### src/rtl/cpu_types_pkg.sv
// Shared CPU datapath types: word width, RAM handshake status and arbiter states.
package cpu_types_pkg;

    typedef logic [31:0] word_t;

    typedef enum logic [1:0] {
        FREE   = 2'd0,
        BUSY   = 2'd1,
        ACCESS = 2'd2,
        ERROR  = 2'd3
    } ramstate_t;

    typedef enum logic [1:0] {
        IDLE   = 2'd0,
        DGRANT = 2'd1,
        IGRANT = 2'd2
    } arb_state_t;

    localparam int unsigned STARVE_W = 4;

endpackage

### src/rtl/arb_starve_cnt.sv
// Counts consecutive data completions while instruction fetch waits; saturates at STARVE_MAX.
module arb_starve_cnt
    import cpu_types_pkg::*;
#(
    parameter int unsigned STARVE_MAX = 4
) (
    input  logic CLK,
    input  logic nRST,
    input  logic inc,
    input  logic clr,
    output logic sat
);

    localparam logic [STARVE_W-1:0] CNT_MAX = STARVE_W'(STARVE_MAX);

    logic [STARVE_W-1:0] cnt_q, cnt_d;

    always_comb begin
        cnt_d = cnt_q;
        if (clr) begin
            cnt_d = '0;
        end else if (inc && (cnt_q < CNT_MAX)) begin
            cnt_d = cnt_q + 1'b1;
        end
    end

    always_ff @(posedge CLK or negedge nRST) begin
        if (!nRST) begin
            cnt_q <= '0;
        end else begin
            cnt_q <= cnt_d;
        end
    end

    // With STARVE_MAX = 0 this is permanently set, so fetch wins every tie.
    assign sat = (cnt_q >= CNT_MAX);

endmodule

### src/rtl/memory_arbiter.sv
// Shares the unified RAM port between instruction fetch and data load/store,
// data first, with a bounded run of data grants before fetch is forced in.
//
// state  | meaning
// IDLE   | no grant; RAM enables low, arbitration decided at the next edge
// DGRANT | data requester owns the RAM port until ACCESS or abort
// IGRANT | instruction fetch owns the RAM port until ACCESS or abort
module memory_arbiter
    import cpu_types_pkg::*;
#(
    parameter int unsigned STARVE_MAX = 4
) (
    input  logic      CLK,
    input  logic      nRST,
    input  logic      iREN,
    input  word_t     iaddr,
    input  logic      dREN,
    input  logic      dWEN,
    input  word_t     daddr,
    input  word_t     dstore,
    input  word_t     ramload,
    input  ramstate_t ramstate,
    output logic      iwait,
    output logic      dwait,
    output word_t     iload,
    output word_t     dload,
    output word_t     ramaddr,
    output word_t     ramstore,
    output logic      ramREN,
    output logic      ramWEN,
    output logic      ramerr
);

    arb_state_t state_q, state_d;
    logic       ramerr_q, ramerr_d;
    logic       cnt_inc, cnt_clr, starve_sat;
    logic       d_req, ram_done;

    assign d_req    = dREN | dWEN;
    assign ram_done = (ramstate == ACCESS);

    arb_starve_cnt #(
        .STARVE_MAX(STARVE_MAX)
    ) u_starve (
        .CLK (CLK),
        .nRST(nRST),
        .inc (cnt_inc),
        .clr (cnt_clr),
        .sat (starve_sat)
    );

    always_comb begin
        state_d  = state_q;
        ramerr_d = ramerr_q | ((state_q != IDLE) && (ramstate == ERROR));
        cnt_inc  = 1'b0;
        cnt_clr  = 1'b0;
        case (state_q)
            IDLE: begin
                if (d_req && !(iREN && starve_sat)) begin
                    state_d = DGRANT;
                end else if (iREN) begin
                    state_d = IGRANT;
                end
            end
            DGRANT: begin
                if (ram_done) begin
                    state_d = IDLE;
                    cnt_inc = iREN;
                    cnt_clr = ~iREN;
                end else if (!d_req) begin
                    state_d = IDLE;
                end
            end
            IGRANT: begin
                if (ram_done) begin
                    state_d = IDLE;
                    cnt_clr = 1'b1;
                end else if (!iREN) begin
                    state_d = IDLE;
                end
            end
            default: state_d = IDLE;
        endcase
    end

    always_ff @(posedge CLK or negedge nRST) begin
        if (!nRST) begin
            state_q  <= IDLE;
            ramerr_q <= 1'b0;
        end else begin
            state_q  <= state_d;
            ramerr_q <= ramerr_d;
        end
    end

    // Enables follow the live request so an abort drops them in the same cycle.
    always_comb begin
        ramaddr  = '0;
        ramstore = '0;
        ramREN   = 1'b0;
        ramWEN   = 1'b0;
        iwait    = iREN;
        dwait    = d_req;
        case (state_q)
            DGRANT: begin
                ramaddr  = daddr;
                ramstore = dstore;
                ramWEN   = dWEN;
                ramREN   = dREN & ~dWEN;
                dwait    = ~ram_done;
            end
            IGRANT: begin
                ramaddr  = iaddr;
                ramREN   = iREN;
                iwait    = ~ram_done;
            end
            default: ;
        endcase
    end

    assign iload  = ramload;
    assign dload  = ramload;
    assign ramerr = ramerr_q;

endmodule

### config.mk
export PLATFORM = sky130hd
export DESIGN_NAME = memory_arbiter
export DESIGN_NICKNAME = d
export VERILOG_FILES = /design/src/rtl/cpu_types_pkg.sv /design/src/rtl/arb_starve_cnt.sv /design/src/rtl/memory_arbiter.sv
export SDC_FILE = /design/constraint.sdc
export NUM_CORES = 1
export LEC_CHECK = 0
export ABC_AREA = 0
export CORE_AREA = 2 2 105 107
export CTS_CLUSTER_SIZE = 12
export DETAILED_ROUTE_END_ITERATION = 6
export DIE_AREA = 0 0 107 109
export PLACE_DENSITY = 0.64
export SYNTH_ARGS = -nofsm -noshare
export SYNTH_HDL_FRONTEND = slang
export SYNTH_SLANG_ARGS = --single-unit
### constraint.sdc
create_clock -name CLK -period 4.4 [get_ports CLK]
set_input_delay 0.44 -clock CLK [delete_from_list [all_inputs] [get_ports CLK]]
set_output_delay 0.44 -clock CLK [all_outputs]
set_load 0.05 [all_outputs]
# Word-level counts from Yosys, hierarchy flattened

Index checks and enable logic that the tools add are counted.
Widths: inputs -> output; s select.

$add $sub $neg: 1
Order comparisons: 2
Equal/unequal tests: 7
Mux-type cells: 20
Bitwise logic cells: 6
Reductions and logical operators: 9

Operators with widths:

| operator            | number |
|---|---|
| $pmux 32 s2         | 1 |
| $mux 32             | 1 |
| $mux 2              | 6 |
| $ne 3x3->1 const B  | 3 |
| $mux 4              | 2 |
| $mux 1              | 7 |
| $eq 2x2->1 const B  | 3 |
| $pmux 2 s3          | 1 |
| $add 4x1->4 const B | 1 |
| $ge 4x3->1 const B  | 1 |
| $logic_and 1x1->1   | 4 |
| $lt 4x3->1 const B  | 1 |
| $pmux 1 s2          | 2 |
| $reduce_bool 2->1   | 2 |
| $not 1->1           | 3 |
| $reduce_and 3->1    | 1 |
| $eq 2x1->1 const B  | 1 |
| $logic_not 2->1     | 1 |
| $or 1x1->1          | 2 |
| $and 1x1->1         | 1 |
| $logic_not 1->1     | 1 |

Register bits after elaboration: 7
Bits of input ports: 135
Output and inout port bits: 133
Word-level logic and storage cells: 48

# Logic depth before layout (Yosys ltp)

Gate-level depths: netlist of run 1.

Depth in word-level cells: 6
Gate-level depth with buffers: 7
Depth with buffers taken out: 6

# By module

Synthesis of run 1 repeated with hierarchy kept, for this count alone.

Cells, all modules: 225
Area total of the unflattened synthesis: 1684.1 µm²

Modules (own cells, without submodules):

| module         | times used | cells each | area an instance (µm²) | seq. area each (µm²) |
|---|---|---|---|---|
| memory_arbiter | 1          | 208        | 1480.2                 | 75.1 |
| arb_starve_cnt | 1          | 17         | 203.9                  | 100.1 |

# Worst setup path after synthesis of run 1

Ideal clock, no wire load.

Kind: register to output
Start: reg state_q[1]
End: out ramREN
Data arrival time: 2186 ps
Data required time: 3960 ps
Path slack: 1774 ps
Cell stages (with the launch flop): 7
Path buffers: 2
Path through: dfrtp_1 inv_1 ha_1 buf_2 clkbuf_1 nand3b_1 a21boi_0

Longest elaborated chain between the ends: 2
Elaborated cells between the ends (all ways): 3
Those cells by class: eq/ne (2); mux (1)

Ends and longest elaborated chain:

| what                                     | RTL line              | RTL |
|---|---|---|
| start, declared                          | memory_arbiter.sv:34  | `arb_state_t state_q, state_d;` |
| start signal, assigned                   | memory_arbiter.sv:91  | `state_q <= state_d;` |
| $eq 2x2->1 or $eq 2x1->1 (tied branches) | memory_arbiter.sv:104 | `case (state_q)` |
| $pmux 1 s2 *                             | memory_arbiter.sv:104 |  |
| end, declared                            | memory_arbiter.sv:29  | `output logic ramREN,` |

Mark *: on every way between the ends. The rest lies on a longest branch, timed or not.

# Worst setup path after layout of run 1

Start: reg state_q[1]
End: out ramaddr[23]

Longest elaborated chain between the ends: 2
Elaborated cells between the ends (all ways): 3
Those cells by class: eq/ne (2); mux (1)

Ends and longest elaborated chain:

| what                                     | RTL line              | RTL |
|---|---|---|
| $eq 2x2->1 or $eq 2x1->1 (tied branches) | memory_arbiter.sv:104 |  |
| $pmux 32 s2 *                            | memory_arbiter.sv:104 |  |
| end, declared                            | memory_arbiter.sv:27  | `output word_t ramaddr,` |

Marks and branches as above.

==> results_dict.tcl, run 1 <==
set metrics [dict create \
    status "complete, no violations" \
    p_per_area_nw_per_um2 688 \
    grt_pass1_wl_um 8800 \
    m1WireLength_um 2230 \
    portBuffers 171 \
    layout.cells.non_filler 460 \
    vdd_drop_max_v 0.000334 \
    netlist_area_um2 1630 \
    synth_xor_area_share_pct 0.538 \
    worst-setup-path-type "reg -> out" \
    synth_top_area_share_pct 29.5 \
    rsz0062_at_grt "false" \
    crit_path_end_kind "output pin" \
    antenna_left 0 \
    tightest_slew_ps 1150 \
    fmax_mhz 294 \
    die_x_um 107 \
    finalWorstSetupSlack_ps 1000 \
    hold_path.class "in -> async" \
    drive_above_1_share_pct 2.50 \
    netlist_instances 222 \
    slew_headroom_pct 23.6 \
    area_growth_syn_to_layout_pct 86.5 \
    cts_resized 0 \
    clock-sinks 7 \
    yosys_warnings 0 \
    clkSlewWorstSetupHoldPaths_ps 40 \
    grt_pass1_vias 1805 \
    drtPass1Iterations 4 \
    vias 1823 \
    path_max_fanout 69 \
    diodes 0 \
    grt_max_degree 70 \
    io_pins 268 \
    fin_crit_sh_pct 77.2 \
    ys_seq_elements 7 \
    dp_cells 456 \
    crit_arrival_ps 2960 \
    hold_buffers 0 \
    layout_common_cells "clkdlybuf4s50_1, nor2b_1, and2_1" \
    cts_tree "done" \
    fin_nets 460 \
    post_cts_buffers 0 \
    pre_cts_ws_ps 1200 \
    highest_layer "met4" \
    synth_mux_area_share_pct 1.92 \
    overflow 0 \
    avgSynthCellArea_um2 7.33 \
    hpwl_um 4950 \
    rrSetupSlack_ps 1920 \
    maxSlewViolCount 0 \
    drt_iter0_drc 70 \
    syn_nets 361 \
    place.gp.congestion 0.669 \
    antenna_found_initial 0 \
    wl_met3_um 508 \
    core_um2 10600 \
    vias_per_cell 3.96 \
    grt_usage_pct 9.24 \
    drc 0 \
    drt-total-wl_um 6100 \
    htreeDepth 1 \
    critPathRequiredTime_ps 3960 \
    wl_met2_um 3140 \
    yosys.area_share.adder_pct 3.07 \
    die_area_um2 11700 \
    synth-seq-area-share_pct 10.8 \
    p_leak_nw 1.08 \
    finClkSkew_ps 1.54 \
    cts_buffers 3 \
    synth-simple-area-share_pct 31.0 \
    num-fill-cells 1133 \
    timing.hold.ws_ps 475 \
    hold_viol 0 \
    fin_setup_tns_ps 0 \
    cap_violations 0 \
    final_common_cell "clkdlybuf4s50_1" \
    synth_top_family_by_area "buffers and inverters" \
    clockRootBuffer "clkbuf_8" \
    cp-start-kind "flop" \
    synth_area_leaders "buf_4, a22oi_1, nor2b_1" \
    die_h_um 109 \
    fin_crit_ps 3400 \
    start_util_pct 15.4 \
    clock_latency_ps 230 \
    synth_compound_area_share_pct 18.6 \
    cts_buffer_depth 2 \
    placementRows 38 \
    yosysUniqueCellTypes 25 \
    setup_violations 0 \
    routedWlPerCell_um 13.3 \
    yosys.area.top_type "buf_4" \
]
[power breakdown]
group | leakage, nW | switching [mW] | total, mW | internal [mW]
registers | 0.0876 | 0.0124 | 0.0978 | 0.0853
clock network | 0.0228 | 0.0270 | 0.0896 | 0.0626
logic | 0.969 | 1.21 | 1.90 | 0.694
[state kept, by name, summed over array words and instances, names as in the netlist]
name,cells
state_q,2
ramerr,1
u_starve.cnt_q,4
[metrics by stage]
step | util, % | power, mW | instance area [um2]
after floorplan | - | 1.55 | 1630
after global placement | 28.2 | 1.99 | 2990
after detailed placement | 28.2 | 2.01 | 2990
after CTS | 28.6 | 2.11 | 3040
after global routing | 28.6 | 2.21 | 3040
final | 28.6 | 2.09 | 3040
[cells in the mapped netlist]
master,count
a21boi_0,1
nor3_1,1
xor2_1,1
inv_1,4
mux2_1,1
buf_1,1
dfrtp_1,7
and2_1,33
nor2b_4,1
a22oi_1,32
buf_4,64
ha_1,4
nand4_1,1
clkbuf_1,11
nor2_1,8
o21bai_1,1
nor3b_1,1
o22a_1,2
mux2i_1,2
buf_2,3
nand3b_1,1
nor2b_1,34
a21oi_1,3
nand2_1,4
a311oi_2,1
[kinds of logic after synthesis]
| family | count (synthesis) |
|---|---|
| buffers and inverters | 83 |
| multiplexers | 3 |
| AO/OA/AOI/OAI | 40 |
| flip-flops | 7 |
| AND/OR/NAND/NOR | 84 |
| XOR/XNOR | 1 |
| adder cells (fa/ha/maj) | 4 |
[worst paths after layout]
kind / from / endpoint / cells past startpoint
worst max-delay path: state_q[1] / ramaddr[23] / 5
worst min-delay path: nRST / state_q[1] / 1
worst max register to register: state_q[1] / state_q[1] / 6
worst min register to register: ramerr / ramerr / 1
max in group asynchronous: nRST / u_starve.cnt_q[3] / 1
min in group CLK: ramerr / ramerr / 1
[layout make-up]
type	count	area, um2	area share [%]
clock buffers	4	45.0	1.48
well taps	140	175	5.77
inverters	4	15.0	0.494
multi-input cells	132	900	29.6
repair buffers	173	1730	56.9
flip-flops and latches	7	175	5.77
[worst max-delay path, cell delays in order, from the launching register on]
cell             delay [ps]
dfrtp_1                 390
inv_1                    80
ha_2                    950
a22oi_1                 300
nor2b_1                 180
clkdlybuf4s50_1         810
[per-layer routing]
metal  global-route usage (%)  up-vias
li1                         -      870
met1                     10.3      822
met2                     17.2      102
met3                     1.97       29
met4                     3.62        0
met5                        0        -
Power figures use the tool's default switching activity.
==> inputs of run 2 (changes only) <==
Settings changed: CORE_AREA 2 2 105 107 to 2 2 103 105, DIE_AREA 0 0 107 109 to 0 0 105 107, PLACE_DENSITY 0.64 to 0.66.
Clock period 4.4 ns to 3.3 ns, I/O delays scaled along.
==> results_dict.tcl, run 2 (synthesis gave the netlist of run 1 again) <==
set metrics [dict create \
    final_common_cell "clkdlybuf4s50_1" \
    timing.critical_path.buf_inv 3 \
    worst-setup-path-type "reg -> out" \
    final_area_um2 3010 \
    drt_iter0_drc 50 \
    cts_buffer_depth 2 \
    overflow 0 \
    path_cells "inv_1 -> ha_1 -> buf_4 -> a22oi_1 -> nor2b_1 -> clkdlybuf4s50_1" \
    status "complete, no violations" \
    drive_above_1_share_pct 8.67 \
    die_x_um 105 \
    path_max_fanout 31 \
    fin_crit_ps 2800 \
    routedWlPerCell_um 13.2 \
    setup_violations 0 \
    cts_buffers 3 \
    p_per_area_nw_per_um2 923 \
    dp_cells 455 \
    cp_slowest_stage_delay_ps 820 \
    regArea_um2 175 \
    timing.hold.ws_ps 363 \
    rsz0062_at_grt "false" \
    antenna_left 0 \
    layout.cells.non_filler 459 \
    largest_register_ffs 4 \
    vias 1802 \
    tightest_slew_ps 603 \
    drc 0 \
    cp_top_family "buffers and inverters" \
    grt_max_degree 44 \
    placementRows 37 \
    antenna_found_initial 0 \
    critPathRequiredTime_ps 2970 \
    grt_pass1_wl_um 9180 \
    hold_buffers 0 \
    clockRootBuffer "clkbuf_8" \
    io_pins 268 \
    cap_violations 0 \
    maxSlewViolCount 0 \
    p_leak_nw 1.13 \
    place_area_um2 2970 \
    cpMaxStageDelayCell "clkdlybuf4s50_1" \
    clkSlewWorstSetupHoldPaths_ps 40 \
    diodes 0 \
    place.gp.congestion 0.695 \
    largest-register "u_starve.cnt_q" \
    fmax_mhz 357 \
    cts_resized 0 \
    post_cts_buffers 0 \
    cp-start-kind "flop" \
    crit_path_end_kind "output pin" \
    fin_crit_sh_pct 84.8 \
    drtPass1Iterations 4 \
    post-route-util_pct 29.8 \
    hold_viol 0 \
    vdd_drop_max_v 0.000423 \
    clock-sinks 7 \
    die_area_um2 11200 \
    core_um2 10100 \
    slew_headroom_pct 59.8 \
    layout_common_cells "clkdlybuf4s50_1, nor2b_1, and2_1" \
    fin_nets 463 \
    grt_pass1_vias 1903 \
    portBuffers 171 \
    drt-total-wl_um 6080 \
    num-fill-cells 1092 \
    multiInputGateArea_um2 900 \
    vias_per_cell 3.93 \
    htreeDepth 1 \
    finClkSkew_ps 2.23 \
    area_growth_syn_to_layout_pct 85.0 \
    start_util_pct 16.1 \
    hold_path.class "in -> async" \
    grt_usage_pct 10.0 \
    fin_setup_tns_ps 0 \
    cts_tree "done" \
    die_h_um 107 \
    crit_arrival_ps 2470 \
    clock_latency_ps 230 \
    hpwl_um 5060 \
]
==> run 2: routing by layer <==
| metal | wire length [um] | track usage, % |
|---|---|---|
| met1 | 2250 | 11.0 |
| met4 | 187 | 4.95 |
| met2 | 3110 | 17.5 |
| met5 | 0 | 0 |
| met3 | 535 | 2.92 |
==> run 2: final cells by class <==
type | instances | share of cell area [%]
timing repair buffer | 176 | 56.7
tap | 136 | 5.65
multi-input combinational | 132 | 29.9
sequential | 7 | 5.82
inverter | 4 | 0.499
clock buffer | 4 | 1.50
==> run 2: power by group <==
| part | total (mW) | internal (mW) | switching (mW) | leakage (nW) |
|---|---|---|---|---|
| clock network | 0.120 | 0.0836 | 0.0367 | 0.0228 |
| registers | 0.131 | 0.114 | 0.0175 | 0.0876 |
| logic | 2.53 | 0.921 | 1.61 | 1.02 |
==> run 2: per-stage QoR <==
step / setup WS, ps / power, mW
2_1_floorplan: 784 / 2.06
3_3_place_gp: 772 / 2.68
3_5_place_dp: 712 / 2.69
4_1_cts: 455 / 2.83
5_1_grt: 307 / 2.94
6_report: 502 / 2.78
==> run 2: worst paths after layout <==
check / start / to / slack [ps] / cells past startpoint
max: state_q[0] / ramaddr[16] / 500 / 6
max in group asynchronous: nRST / state_q[0] / 2700 / 1
min: nRST / ramerr / 360 / 1
max reg2reg: state_q[1] / state_q[1] / 1460 / 6
min in group CLK: ramerr / ramerr / 490 / 1
min reg2reg: ramerr / ramerr / 490 / 1
==> inputs of run 3 (changes only) <==
Clock period 3.3 ns to 2.84 ns, I/O delays scaled along.
==> results_dict.tcl, run 3 (synthesis gave the netlist of run 1 again) <==
set metrics [dict create \
    worst-setup-path-type "reg -> out" \
    critPathRequiredTime_ps 2560 \
    cts_buffers 3 \
    fin_setup_tns_ps 0 \
    largest-register "u_starve.cnt_q" \
    die_x_um 105 \
    setup_violations 0 \
    p_leak_nw 1.25 \
    cap_violations 0 \
    grt_pass1_wl_um 9720 \
    crit_path_end_kind "output pin" \
    htreeDepth 1 \
    diodes 0 \
    hold_viol 0 \
    routedWlPerCell_um 13.9 \
    fin_nets 461 \
    final_common_cell "clkdlybuf4s50_1" \
    comb_power_share_pct 92.2 \
    place.gp.congestion 0.715 \
    vdd_drop_max_v 0.000505 \
    p_seq_share_pct 4.1 \
    fin_crit_sh_pct 91.1 \
    hpwl_um 5400 \
    die_area_um2 11200 \
    antenna_left 0 \
    drive_above_1_share_pct 13.4 \
    fmax_mhz 386 \
    cp-start-kind "flop" \
    power.share.switching_pct 54.8 \
    path_max_fanout 40 \
    clkSlewWorstSetupHoldPaths_ps 40 \
    hold_buffers 0 \
    die_h_um 107 \
    core_um2 10100 \
    cts_buffer_depth 2 \
    finClkSkew_ps 0.736 \
    cpMaxStageDelayCell "clkdlybuf4s50_1" \
    start_util_pct 16.1 \
    drtPass1Iterations 4 \
    area_growth_syn_to_layout_pct 108 \
    drc 0 \
    cts_resized 0 \
    slew_headroom_pct 49.8 \
    p_per_area_nw_per_um2 1100 \
    rsz0062_at_grt "false" \
    drt_iter0_drc 63 \
    largest_register_ffs 4 \
    io_pins 268 \
    post_cts_buffers 0 \
    grt_usage_pct 10.6 \
    clock_latency_ps 220 \
    overflow 0 \
    hold_path.class "in -> async" \
    place_area_um2 3330 \
    fin_crit_ps 2590 \
    clkPwrFrac_pct 3.7 \
    path_cells "inv_1 -> ha_2 -> nor3_1 -> a21oi_1 -> clkdlybuf4s50_1" \
    cp_slowest_stage_delay_ps 820 \
    p_int_mw 1.68 \
    placementRows 37 \
    clockRootBuffer "clkbuf_8" \
    drt-total-wl_um 6340 \
    cts_tree "done" \
    grt_pass1_vias 1924 \
    antenna_found_initial 0 \
    status "complete, no violations" \
    tightest_slew_ps 754 \
    power.net_switching_mw 2.04 \
    maxSlewViolCount 0 \
    clock-sinks 7 \
    vias 1806 \
    layout_common_cells "clkdlybuf4s50_1, nor2b_1, buf_12" \
    portBuffers 171 \
    grt_max_degree 41 \
    vias_per_cell 3.95 \
    final_area_um2 3380 \
    crit_arrival_ps 2300 \
]
==> run 3: changes by cell type in the layout (fill, tap and decap cells not counted) <==
cell             previous run  this run
buf_4                      22         3
clkdlybuf4s50_1           154       137
buf_12                      0        34
==> run 3: cell type report <==
class	count	area (um2)
Inverter	4	15.0
Tap cell	136	170
Fill cell	1064	6710
Timing Repair Buffer	174	2070
Multi-Input combinational cell	132	900
Clock buffer	4	45.0
Sequential cell	7	175
==> run 3: worst paths after layout <==
kind / from / to / slack, ps / cells past startpoint
min in group CLK: ramerr / ramerr / 490 / 1
max in group asynchronous: nRST / u_starve.cnt_q[2] / 2270 / 1
max: state_q[1] / dwait / 250 / 5
min: nRST / ramerr / 330 / 1
min reg2reg: ramerr / ramerr / 490 / 1
max reg2reg: state_q[1] / state_q[1] / 580 / 6
==> run 3: routing by layer <==
metal	share of wire, %	global-route usage [%]	vias up
met5	0	0	-
met4	3.9	5.05	0
met3	9.1	3.22	34
met2	53	20.3	106
met1	34	10.3	793
li1	-	-	873
==> run 3: critical path, delay by kind of cell (launching register included) <==
kind / cells / cell delay, ps
buf+inv: 2 / 910
fa+ha+maj: 1 / 530
flops: 1 / 380
compound gates: 1 / 130
simple gates: 1 / 120
==> run 3: power groups by stage <==
stage / Clock (mW) / Combinational [mW] / Sequential [mW]
4_1_cts: 0.140 / 3.48 / 0.152
2_1_floorplan: 0 / 2.25 / 0.149
6_report: 0.136 / 3.43 / 0.152
3_3_place_gp: 0 / 3.44 / 0.150
5_1_grt: 0.152 / 3.60 / 0.154
3_5_place_dp: 0 / 3.47 / 0.154
==> run 3: per-stage QoR <==
stage	hold slack (ps)	utilization (%)	std cells	power, mW	worst slack (ps)
6_report	329	33.5	457	3.72	253
5_1_grt	347	33.5	457	3.91	71.7
4_1_cts	335	33.5	457	3.77	203
3_5_place_dp	470	33.0	453	3.63	438
3_3_place_gp	470	33.0	453	3.59	530
2_1_floorplan	-11.6	-	222	2.40	370
